$ cat src/rtl/bcd_pkg.sv
`default_nettype none
// ============================================================================
//  Module   : bcd_pkg
//  Purpose  : Shared digit types, limits and FSM encoding for BCD conversion.
//  Revision : 1.0  initial release
// ============================================================================
package bcd_pkg;

    localparam int         BCD_DIGIT_W = 4;
    localparam logic [3:0] BCD_MAX     = 4'd9;

    typedef logic [BCD_DIGIT_W-1:0] bcd_digit_t;

    typedef enum logic [1:0] {
        IDLE = 2'd0,
        CONV = 2'd1,
        DONE = 2'd2
    } conv_state_t;

    function automatic logic isInvalid(input bcd_digit_t d);
        return d > BCD_MAX;
    endfunction

endpackage
`default_nettype wire

$ cat src/rtl/bcd_mac10.sv
`default_nettype none
// ============================================================================
//  Module   : bcd_mac10
//  Purpose  : Combinational acc*10 + digit with carry-out detection.
//  Revision : 1.0  initial release
// ============================================================================
module bcd_mac10
    import bcd_pkg::*;
#(
    parameter int BINARY_WIDTH = 32
) (
    input  logic [BINARY_WIDTH-1:0] acc,
    input  bcd_digit_t              digit,
    output logic [BINARY_WIDTH-1:0] result,
    output logic                    overflow
);

    // Four guard bits hold the largest product (acc_max*10 + 15) exactly.
    logic [BINARY_WIDTH+3:0] w_acc;
    logic [BINARY_WIDTH+3:0] w_sum;

    assign w_acc    = {4'b0000, acc};
    assign w_sum    = (w_acc << 3) + (w_acc << 1) + {{BINARY_WIDTH{1'b0}}, digit};
    assign result   = w_sum[BINARY_WIDTH-1:0];
    assign overflow = |w_sum[BINARY_WIDTH+3:BINARY_WIDTH];

endmodule
`default_nettype wire

$ cat src/rtl/bcd_to_binary_seq.sv
`default_nettype none
// ============================================================================
//  Module   : bcd_to_binary_seq
//  Purpose  : Iterative BCD-to-binary converter, one digit per clock, MSD first.
//  Revision : 1.0  initial release
// ============================================================================
module bcd_to_binary_seq
    import bcd_pkg::*;
#(
    parameter int BINARY_WIDTH = 32,
    parameter int NUM_DIGITS   = 3
) (
    input  logic                             clk,
    input  logic                             rst,
    input  logic                             load,
    input  logic [NUM_DIGITS-1:0][3:0]       bcd_in,
    output logic                             busy,
    output logic                             done,
    output logic [BINARY_WIDTH-1:0]          binary_out,
    output logic                             invalid,
    output logic                             overflow
);

    localparam int DIG_W = NUM_DIGITS * BCD_DIGIT_W;
    localparam int CNT_W = (NUM_DIGITS > 1) ? $clog2(NUM_DIGITS) : 1;

    conv_state_t             r_state;
    logic [DIG_W-1:0]        r_digits;
    logic [BINARY_WIDTH-1:0] r_acc;
    logic [CNT_W-1:0]        r_cnt;
    logic                    r_inv;
    logic                    r_ovf;

    bcd_digit_t              w_top;
    logic [BINARY_WIDTH-1:0] w_sum;
    logic                    w_ovf;
    logic                    w_accept;
    logic                    w_topInv;

    assign w_top    = r_digits[DIG_W-1 -: BCD_DIGIT_W];
    assign w_topInv = isInvalid(w_top);
    assign w_accept = load && (r_state != CONV);

    bcd_mac10 #(
        .BINARY_WIDTH (BINARY_WIDTH)
    ) u_mac (
        .acc      (r_acc),
        .digit    (w_top),
        .result   (w_sum),
        .overflow (w_ovf)
    );

    always_ff @(posedge clk or posedge rst) begin
        if (rst) begin
            r_state    <= IDLE;
            r_digits   <= '0;
            r_acc      <= '0;
            r_cnt      <= '0;
            r_inv      <= 1'b0;
            r_ovf      <= 1'b0;
            busy       <= 1'b0;
            done       <= 1'b0;
            binary_out <= '0;
            invalid    <= 1'b0;
            overflow   <= 1'b0;
        end else begin
            done <= 1'b0;
            if (w_accept) begin
                // A load in the DONE cycle restarts immediately; the done pulse still shows.
                r_state  <= CONV;
                r_digits <= bcd_in;
                r_acc    <= '0;
                r_cnt    <= CNT_W'(NUM_DIGITS - 1);
                r_inv    <= 1'b0;
                r_ovf    <= 1'b0;
                busy     <= 1'b1;
            end else begin
                case (r_state)
                    CONV: begin
                        r_acc    <= w_sum;
                        r_digits <= r_digits << BCD_DIGIT_W;
                        r_cnt    <= r_cnt - CNT_W'(1);
                        r_inv    <= r_inv | w_topInv;
                        r_ovf    <= r_ovf | w_ovf;
                        if (r_cnt == '0) begin
                            r_state    <= DONE;
                            busy       <= 1'b0;
                            done       <= 1'b1;
                            binary_out <= w_sum;
                            invalid    <= r_inv | w_topInv;
                            overflow   <= r_ovf | w_ovf;
                        end
                    end
                    DONE:    r_state <= IDLE;
                    default: r_state <= IDLE;
                endcase
            end
        end
    end

endmodule
`default_nettype wire
$ cat config.mk
export PLATFORM = sky130hd
export DESIGN_NAME = bcd_to_binary_seq
export DESIGN_NICKNAME = d
export VERILOG_FILES = /design/src/rtl/bcd_pkg.sv /design/src/rtl/bcd_mac10.sv /design/src/rtl/bcd_to_binary_seq.sv
export SDC_FILE = /design/constraint.sdc
export NUM_CORES = 1
export LEC_CHECK = 0
export ABC_AREA = 1
export BUFFER_PORTS_ARGS = -buffer_cell sky130_fd_sc_hd__buf_4
export CORE_AREA = 2 2 119 133
export CTS_CLUSTER_SIZE = 12
export DETAILED_ROUTE_END_ITERATION = 7
export DIE_AREA = 0 0 121 135
export SLEW_MARGIN = 20
export SYNTH_ARGS = -nofsm -noshare
export SYNTH_HDL_FRONTEND = slang
export SYNTH_SLANG_ARGS = --single-unit
$ cat constraint.sdc
create_clock -name clk -period 5.9 [get_ports clk]
set_input_delay 0.295 -clock clk [delete_from_list [all_inputs] [get_ports clk]]
set_output_delay 0.295 -clock clk [all_outputs]
set_load 0.005 [all_outputs]
# After elaboration in Yosys (flattened, before gate mapping)
# Cells that the tools add are included.
word_totals:
  register_bits: 86
  in_bits: 15
  output_inout_bits: 36
  elab_cells: 47
classes:
  n_addsub: 3
  n_lt_le_gt_ge: 1
  eq_ne: 3
  mux: 19
  bitwise: 3
  reduce_logical: 7
ops:
  columns: ["operator", "count"]
  rows:
  - ["$mux W32", 2]
  - ["$add A35 B33 Y36", 1]
  - ["$add A36 B4 Y36", 1]
  - ["$mux W12", 2]
  - ["$mux W1", 10]
  - ["$mux W2", 5]
  - ["$gt A4 B4 Y1 const B", 1]
  - ["$reduce_bool A2 Y1", 2]
  - ["$reduce_or A4 Y1", 1]
  - ["$ne A3 B3 Y1 const B", 1]
  - ["$reduce_and A3 Y1", 1]
  - ["$eq A2 B1 Y1 const B", 1]
  - ["$logic_not A2 Y1", 1]
  - ["$ne A2 B1 Y1 const B", 1]
  - ["$or A1 B1 Y1", 2]
  - ["$reduce_and A2 Y1", 1]
  - ["$sub A2 B1 Y2 const B", 1]
  - ["$logic_and A1 B1 Y1", 1]
  - ["$not A1 Y1", 1]

# Depth between registers and ports, before layout
# Gate-level depths: netlist of the first run.
logic_depth:
  depth_word: 6
  depth_mapped: 19
  depth_no_buf: 19

# Cells and area by module
# A second synthesis of the first run with hierarchy kept.
unflattened:
  cells_unflattened: 819
  area_unflattened_um2: 5982.0
modules_own_cells:
  columns: ["mod", "n_inst", "cells_per_inst", "area_per_inst_um2", "seq_area_each_um2"]
  rows:
  - ["bcd_to_binary_seq", 1, 344, 3321.9, 2152.1]
  - ["bcd_mac10", 1, 475, 2660.1, 0.0]

# Least setup slack after synthesis of the first run
# No wires, ideal clock.
synth_path:
  path_kind: "register to register"
  start: "reg r_digits[11]"
  end: "reg r_ovf"
  setup_ps: 117
  arrival_time_ps: 2248
  t_required_ps: 5783
  setup_slack_ps: 3536
  path_stages_with_launch: 18
  path_buffers: 0
  period_less_slack_ps: 2364
  path_cell_list: "dfrtp_1 -> inv_1 -> fa_1 -> fa_1 -> inv_1 -> nand2_1 -> nand2_1 -> nand3b_1 -> nand2_1 -> nand2_1 -> nand2_2 -> nand2_1 -> nand3_1 -> nand2_1 -> nor2_1 -> nand2_1 -> nand2_1 -> nand2_1"
synth_between:
  elab_chain_len: 5
synth_rtl:
  columns: ["item", "line_no", "text"]
  rows:
  - ["from (decl)", "bcd_to_binary_seq.sv:28", "logic [DIG_W-1:0] r_digits;"]
  - ["from (signal assigned)", "bcd_to_binary_seq.sv:71", "r_digits <= bcd_in;"]
  - ["from (signal assigned)", "bcd_to_binary_seq.sv:81", "r_digits <= r_digits << BCD_DIGIT_W;"]
  - ["$add A36 B4 Y36", "bcd_mac10.sv:23", "assign w_sum = (w_acc << 3) + (w_acc << 1) + {{BINARY_WIDTH{1'b0}}, digit};"]
  - ["$reduce_or A4 Y1", "bcd_mac10.sv:25", "assign overflow = |w_sum[BINARY_WIDTH+3:BINARY_WIDTH];"]
  - ["$or A1 B1 Y1", "bcd_to_binary_seq.sv:84", "r_ovf <= r_ovf | w_ovf;"]
  - ["$mux W1", "bcd_to_binary_seq.sv:78", "case (r_state)"]
  - ["$mux W1", "bcd_to_binary_seq.sv:68", "if (w_accept) begin"]
  - ["to (signal assigned)", "bcd_to_binary_seq.sv:84", null]
  - ["to (decl)", "bcd_to_binary_seq.sv:32", "logic r_ovf;"]
# Every way passes these cells. The select of a mux whose other input is x is not followed.
# A chain may end at the register's enable or synchronous reset.

# Worst setup path in the final report of the first run
layout_path:
  start: "reg r_acc[1]"
  end: "reg overflow"
layout_between:
  elab_chain_len: 4
layout_rtl:
  columns: ["item", "line_no", "text"]
  rows:
  - ["from (decl)", "bcd_to_binary_seq.sv:29", "logic [BINARY_WIDTH-1:0] r_acc;"]
  - ["from (signal assigned)", "bcd_to_binary_seq.sv:80", "r_acc <= w_sum;"]
  - ["$add A35 B33 Y36", "bcd_mac10.sv:23", null]
  - ["$add A36 B4 Y36", "bcd_mac10.sv:23", null]
  - ["$reduce_or A4 Y1", "bcd_mac10.sv:25", null]
  - ["$or A1 B1 Y1", "bcd_to_binary_seq.sv:91", "overflow <= r_ovf | w_ovf;"]
  - ["to (signal assigned)", "bcd_to_binary_seq.sv:91", null]
  - ["to (decl)", "bcd_to_binary_seq.sv:21", "output logic overflow"]
# Every way passes these cells.

==> impl_results.md, run 1 <==
- Outcome: complete, no violations
- CP Capture Type: flop
- Avg WL per Cell: 14.0 microns
- I/O pins: 51
- Overall routing resource usage: 19.3%
- Clock root buffer: clkbuf_16
- Synthesized area: 0.00590 sq mm
- Nets: 940
- Routability congestion estimate: 0.908
- CTS clock-pin slew for the worst setup and hold paths: 0.07 ns
- Yosys warns: 0
- RSZ-0062 raised after global routing: no
- Cts hold-fix bufs: 1
- P_sw: 2.28 mW
- Setup TNS: 0 ns
- EDFF count, synth: 0
- Min Clock Period, post-route: 2.81 ns
- Post-CTS Setup Bufs: 0
- Req. time, crit path: 6.15 ns
- PortBufs: 50
- TritonCTS buffer count: 9
- Layout cells sized above 1: 12.0%
- Hpwl dp: 11400 microns
- Leak: 3.68 nW
- Synth Flop Type: dfrtp_1
- Vias in the first global route: 4923
- Fillers: 1512
- Synthesis-to-finish area growth: 15.3%
- Cell taking the most area after synthesis: dfrtp_1
- Critical Path, Cell by Cell: ha_1, ha_1, inv_1, fa_1, inv_1, nand2_1, nand2_1, nand3b_1, nand2_1, nand2_1, nand2_2, nand2_1, nand3_1, nand2_1, nor2_1, nand2_1, nand2_1, nand2_1
- Drt total wl: 14800 microns
- Max stage delay cell, worst path: dfrtp_1
- Hold Crit Class: primary input to flop
- Flops & latches, synth: 86
- Post-synth top area share: 36.5%
- Remaining antenna violation count: 0
- Worst-skew pair later-pin latency: 0.36 ns
- Ys async rst share: 100%
- Drt drc: 0
- DR pass1 iterations: 5
- Global-route wire length before repair: 24700 microns
- CP Launch Type: flop
- RR Startpoint: r_acc[1]
- Die width: 121 microns
- Cell row count: 47
- Clock power frac: 13.1%
- Clock skew: 0.00830 ns
- Die Height: 135 microns
- Buffers from clock root to sink, at most: 2
- FF-to-FF path depth: 18
- Synthesized instance count: 809
- Place WS: 3.11 ns
- Vias: 5122
- Max cap viols: 0
- Worst Path Arrival: 3.06 ns
- Crit path to: overflow
- Max_slew headroom: 36.6%
- VDD IR-drop max: 0.243 mV
- Die ar.: 0.0163 sq mm
- WS Path Type: flop to flop
- Distinct cells, synth: 33
- Syn_nets: 890
- # resized after CTS: 0
- FF-to-FF setup slack: 3.09 ns
- Post-synth top cells: nand2_1, inv_1, dfrtp_1
- Sequential share of power: 23.7%
- Final setup fails: 0
- Final hold vios: 0
- Top post-synthesis cells by area: dfrtp_1, nand2_1, ha_1
- Slew Limit Fails: 0
- Worst-margin pin slew: 0.948 ns
- Largest net degree at the start of global routing: 56
- Clock Sinks: 86
- Comb pwr share: 63.3%
- Antenna violations before repair: 0
- Worst reg2reg path endpoint: overflow
- Initial DRC count: 230
- Core Box Area: 0.0149 sq mm
- Antenna Cells: 0
- Power Dens Cells: 669 mW/mm^2
- Period utilisation layout: 47.6%
- Crit-path max cell delay: 0.43 ns
- Sw Share: 50.0%
- Worst path most repeated cell: nand2_1
- Initial Utilization: 39.7%
- Syn Area/Cell: 7.29 sq um
- H-tree depth: 3
- Crit path max fanout: 5
- CP startpoint: r_acc[1]
- DR vias/cell: 4.83
- GR Overflow Total: 0
- Count leader, synth: nand2_1
- CTS tree: done
- Final worst slack: 3.09 ns
- Highest clock rate: 356 MHz
- Sequential fraction of the synthesis area: 36.5%
- Internal power: 2.27 mW
## power by group through the flow
| stage | combinational (mW) | sequential, mW | clock (mW) |
|---|---|---|---|
| floorplan | 2.09 | 1.03 | 0 |
| global placement | 2.86 | 1.09 | 0 |
| detailed placement | 2.89 | 1.08 | 0 |
| CTS | 2.91 | 1.08 | 0.604 |
| global route | 3.32 | 1.11 | 0.629 |
| finish | 2.88 | 1.08 | 0.594 |
## metal layers
metal | GRT usage (%) | vias up | part of all wire, %
met1 | 25.1 | 2331 | 47
met3 | 2.66 | 19 | 3.4
met4 | 7.62 | 0 | 1.8
li1 | - | 2681 | -
met5 | 0 | - | 0
met2 | 32.3 | 91 | 48
## critical path: cells and delay by family, from the launching register on
family,cells,cell delay (ns)
buffers and inverters,2,0.16
AND/OR/NAND/NOR,13,1.14
adder cells (fa/ha/maj),3,0.95
flip-flops,1,0.43
## layout make-up
| cell class | instances | area [sq um] | share of cell area, % |
|---|---|---|---|
| Tap cell | 196 | 245 | 3.61 |
| Clock buffer | 9 | 225 | 3.31 |
| Inverter | 103 | 388 | 5.70 |
| Sequential cell | 86 | 2150 | 31.6 |
| Multi-Input combinational cell | 605 | 3300 | 48.6 |
| Timing Repair Buffer | 54 | 408 | 6.00 |
| Clock inverter | 7 | 78.8 | 1.16 |
## worst min path at each step
stage / end / slack [ns] / from / cells after the start
2_1_floorplan: r_digits[8] / 0.41 / bcd_in[8] / 2
3_3_place_gp: r_digits[0] / 0.38 / rst / 2
3_5_place_dp: r_digits[0] / 0.38 / rst / 2
4_1_cts: r_digits[1] / 0.13 / bcd_in[1] / 3
5_1_grt: r_digits[10] / 0.14 / bcd_in[10] / 3
6_report: r_digits[1] / 0.13 / bcd_in[1] / 3
## through the flow
stage | area (sq um) | power [mW] | cells | hold slack [ns] | utilization (%)
floorplan | 5900 | 3.13 | 809 | 0.415 | -
global placement | 6490 | 3.95 | 1043 | 0.377 | 43.6
detailed placement | 6490 | 3.97 | 1043 | 0.377 | 43.6
CTS | 6800 | 4.59 | 1060 | 0.128 | 45.7
global route | 6800 | 5.06 | 1060 | 0.143 | 45.7
finish | 6800 | 4.55 | 1060 | 0.133 | 45.7
## placed cells by master, fill, tap and decap left out, types with 2 or more instances in the layout
| cell | Yosys | final |
|---|---|---|
| a21oi_1 | 28 | 28 |
| a21oi_2 | 3 | 3 |
| buf_4 | 0 | 53 |
| clkbuf_16 | 0 | 9 |
| clkinv_1 | 3 | 3 |
| clkinv_2 | 0 | 2 |
| clkinvlp_4 | 0 | 2 |
| dfrtp_1 | 86 | 86 |
| fa_1 | 2 | 2 |
| ha_1 | 64 | 64 |
| inv_1 | 93 | 92 |
| inv_2 | 7 | 7 |
| inv_6 | 0 | 2 |
| nand2_1 | 295 | 294 |
| nand2_2 | 9 | 10 |
| nand3_1 | 43 | 43 |
| nand3_2 | 3 | 3 |
| nand3b_1 | 2 | 2 |
| nand4_1 | 3 | 3 |
| nor2_1 | 46 | 46 |
| nor2_2 | 6 | 6 |
| nor3_1 | 9 | 9 |
| o21ai_0 | 42 | 42 |
| o21ai_1 | 7 | 7 |
| o21ai_2 | 2 | 2 |
| o21bai_1 | 6 | 6 |
| o221ai_1 | 6 | 6 |
| or2_1 | 7 | 7 |
| xnor2_1 | 10 | 10 |
| xor2_1 | 6 | 6 |
## logic make-up after synthesis
family          after synthesis  share of synthesized area (%)
compound gates               98                           9.50
xor+xnor                     16                           2.37
fa+ha+maj                    66                           14.2
buf+inv                     118                           7.57
flops                        86                           36.5
simple gates                425                           29.8
## state kept, by name (all words and copies together), names as in the netlist
register / cells
r_inv: 1
r_cnt: 2
r_digits: 12
r_ovf: 1
done: 1
r_state: 2
overflow: 1
invalid: 1
r_acc: 32
busy: 1
binary_out: 32
Power figures use the tool's default switching activity.
==> inputs of run 2 (changes only) <==
Settings changed: ABC_AREA 1 to 0, CORE_AREA 2 2 119 133 to 2 2 116 129, DIE_AREA 0 0 121 135 to 0 0 118 131.
Clock period 5.9 ns to 2.5 ns, I/O delays scaled along.
==> run 2 against run 1 <==
  * The flow now finishes with violations (negative setup slack)
  * Clock skew rose by 0.0020 ns
  * Largest power group unchanged
  * Sequential power is 130% higher
  * Sequential share of layout area shrank 3.6 points
==> impl_results.md, run 2 <==
- Outcome: complete, but fails checks
- Failing checks: negative setup slack
- Flops & latches, synth: 86 (unchanged)
- Place WS: -0.729 ns (-3.84 ns)
- Req. time, crit path: 2.78 ns (-3.37 ns)
- Vias in the first global route: 5133 (+4.3%)
- Post-synth top area share: 38.9% (+2.5 points)
- Power Dens Cells: 1640 mW/mm^2 (+150%)
- CP Launch Type: flop
- DR vias/cell: 5.25 (+8.6%)
- Drt drc: 0 (unchanged)
- Syn Area/Cell: 8.96 sq um (+23%)
- Crit path to: r_ovf
- Clock Sinks: 86 (unchanged)
- Routability congestion estimate: 0.915 (+0.82%)
- DR pass1 iterations: 4 (-1)
- Clock skew: 0.0103 ns (+0.00203 ns)
- Layout cells sized above 1: 31.8% (+20 points)
- Die Height: 131 microns (-3.0%)
- Max stage delay cell, worst path: fa_1
- Worst-margin pin slew: 1.03 ns (+0.0770 ns)
- Initial Utilization: 38.9% (-0.78 points)
- Antenna violations before repair: 0 (unchanged)
- Nets: 842 (-10%)
- VDD IR-drop max: 0.627 mV (+160%)
- Ys async rst share: 100% (unchanged)
- I/O pins: 51 (unchanged)
- Worst Path Arrival: 3.45 ns (+0.39 ns)
- Placed inst area: 0.00695 sq mm (+7.2%)
- FF-to-FF setup slack: -0.66 ns (-3.75 ns)
- Cell taking the most area after synthesis: dfrtp_1
- Max cap viols: 0 (unchanged)
- Top flop regs: binary_out (32), r_acc (32), r_digits (12)
- CTS clock-pin slew for the worst setup and hold paths: 0.07 ns (about the same)
- Sequential share of power: 19.7% (-4.0 points)
- FF-to-FF path depth: 12 (-6)
- Initial DRC count: 190 (-17%)
- Synth Flop Type: dfrtp_1
- Period utilisation layout: 126% (+79 points)
- Core Box Area: 0.0142 sq mm (-4.4%)
- RR Startpoint: r_acc[2]
- Commonest cells after routing, fill and taps aside: buf_4, dfrtp_1, nand2_1
- Post-synth top cells: dfrtp_1, nand2_1, o21ai_0
- Distinct cells, synth: 59 (+79%)
- PortBufs: 50 (unchanged)
- Fillers: 1302 (-14%)
- Min Clock Period, post-route: 3.16 ns (+0.353 ns)
- Syn_nets: 698 (-22%)
- Comb pwr share: 67.2% (+3.9 points)
- Setup TNS: -18.40 ns (-18.40 ns)
- Global-route wire length before repair: 24400 microns (-1.4%)
- CP startpoint: r_acc[2]
- Clock root buffer: clkbuf_16
- Leak: 3.67 nW (-0.43%)
- Final worst slack: -0.661 ns (-3.75 ns)
- Crit path max fanout: 3 (-2)
- WS Path Type: flop to flop
- Hpwl dp: 10700 microns (-6.7%)
- Slew Limit Fails: 0 (unchanged)
- Drt total wl: 14400 microns (-2.7%)
- Yosys warns: 0 (unchanged)
- Sw Share: 42.5% (-7.6 points)
- Top post-synthesis cells by area: dfrtp_1, ha_1, o21ai_0
- Crit-path max cell delay: 0.55 ns (+0.12 ns)
- Critical Path, Cell by Cell: inv_2, fa_1, inv_1, ha_1, a21o_1, nand4_1, a2111o_1, a2111oi_2, nand3b_1, and4_1, nor4_1, a21oi_1
- P_sw: 5.35 mW (+140%)
- H-tree depth: 3 (unchanged)
- RSZ-0062 raised after global routing: yes
- Overall routing resource usage: 19.6% (+0.30 points)
- Worst-skew pair later-pin latency: 0.36 ns (about the same)
- Design Area, Final: 0.00768 sq mm (+13%)
- CP Capture Type: flop
- Internal power: 7.26 mW (+220%)
- Synthesized area: 0.00553 sq mm (-6.3%)
- Final hold vios: 0 (unchanged)
- Final setup fails: 44 (+44)
- TritonCTS buffer count: 9 (unchanged)
- Antenna Cells: 0 (unchanged)
- Worst reg2reg path endpoint: r_ovf
- Cell row count: 46 (-2.1%)
- Buffers from clock root to sink, at most: 2 (unchanged)
- Largest net degree at the start of global routing: 45 (-20%)
- CTS tree: done
- Sequential fraction of the synthesis area: 38.9% (+2.5 points)
- Synthesized instance count: 617 (-24%)
- Die ar.: 0.0155 sq mm (-5.4%)
- Most common cell after layout, fill and taps aside: buf_4
- Count leader, synth: dfrtp_1
- Remaining antenna violation count: 0 (unchanged)
- Clock power frac: 13.1% (about the same)
- EDFF count, synth: 0 (unchanged)
- Hold Crit Class: primary input to flop
- Synthesis-to-finish area growth: 38.9%
- GR Overflow Total: 0 (unchanged)
- Die width: 118 microns (-2.5%)
- Vias: 5020 (-2.0%)
- Hold Startpoint: bcd_in[3]
- Avg WL per Cell: 15.1 microns (+7.8%)
- Max_slew headroom: 31.2% (-5.3 points)
- Highest clock rate: 316 MHz (-11%)
-- run 2: area by class of cell --
cell class                      instances  area, sq um  area share, %
Multi-Input combinational cell        470         3510           45.8
Tap cell                              192          240           3.13
Clock buffer                            9          225           2.93
Sequential cell                        86         2150           28.0
Timing Repair Buffer                  168         1310           17.1
Clock inverter                          6          135           1.76
Inverter                               26         98.8           1.29
-- run 2: worst max-delay path: cells and delay by family (launching register included) --
family / cells / cell delay (ns)
compound gates: 4 / 1.17
fa+ha+maj: 2 / 0.81
simple gates: 4 / 0.66
flops: 1 / 0.36
buf+inv: 2 / 0.09
-- run 2: worst min-delay path by stage --
stage	to	cells after the start
global route	r_digits[1]	3
floorplan	r_digits[0]	2
detailed placement	invalid	2
CTS	r_digits[3]	3
global placement	done	2
finish	r_digits[3]	3
-- run 2: per-layer routing --
layer / vias to the layer above / share of wire (%) / wire, microns / GRT usage [%]
li1: 2498 / - / - / -
met4: 0 / 1.8 / 263 / 6.52
met3: 26 / 3.3 / 473 / 3.65
met2: 75 / 52 / 7470 / 35.8
met5: - / 0 / 0 / 0
met1: 2421 / 43 / 6240 / 23.4
-- run 2: logic make-up (layout without fill, tap and decap cells) --
family / Yosys count / after routing / synth area share (%)
simple gates: 194 / 194 / 16.6
compound gates: 176 / 176 / 19.4
flops: 86 / 86 / 38.9
fa+ha+maj: 66 / 66 / 15.2
buf+inv: 61 / 209 / 4.16
xor+xnor: 21 / 21 / 3.33
mux: 13 / 13 / 2.38
-- run 2: stage by stage --
stage	cells	power (mW)	utilization (%)	hold WS (ns)
after detailed placement	935	10.2	48.9	0.292
final	957	12.6	54.0	0.0137
after global routing	957	13.8	54.0	0.0352
after floorplan	617	6.80	-	0.281
after global placement	935	9.98	48.9	0.284
after CTS	956	12.4	53.2	0.00650
-- run 2: power by group through the flow --
stage	Combinational (mW)	Clock [mW]	Sequential [mW]
6_report	8.47	1.65	2.49
5_1_grt	9.44	1.74	2.58
4_1_cts	8.17	1.68	2.50
3_5_place_dp	7.65	0	2.52
3_3_place_gp	7.48	0	2.51
2_1_floorplan	4.37	0	2.43
-- run 2: repair_timing --
action,in CTS,in global routing
endpoints found under the hold margin,43,0
setup endpoints to repair,47,50
pin swaps,29,27
gates resized for setup,48,27
hold buffers,1,0
buffers inserted,6,3
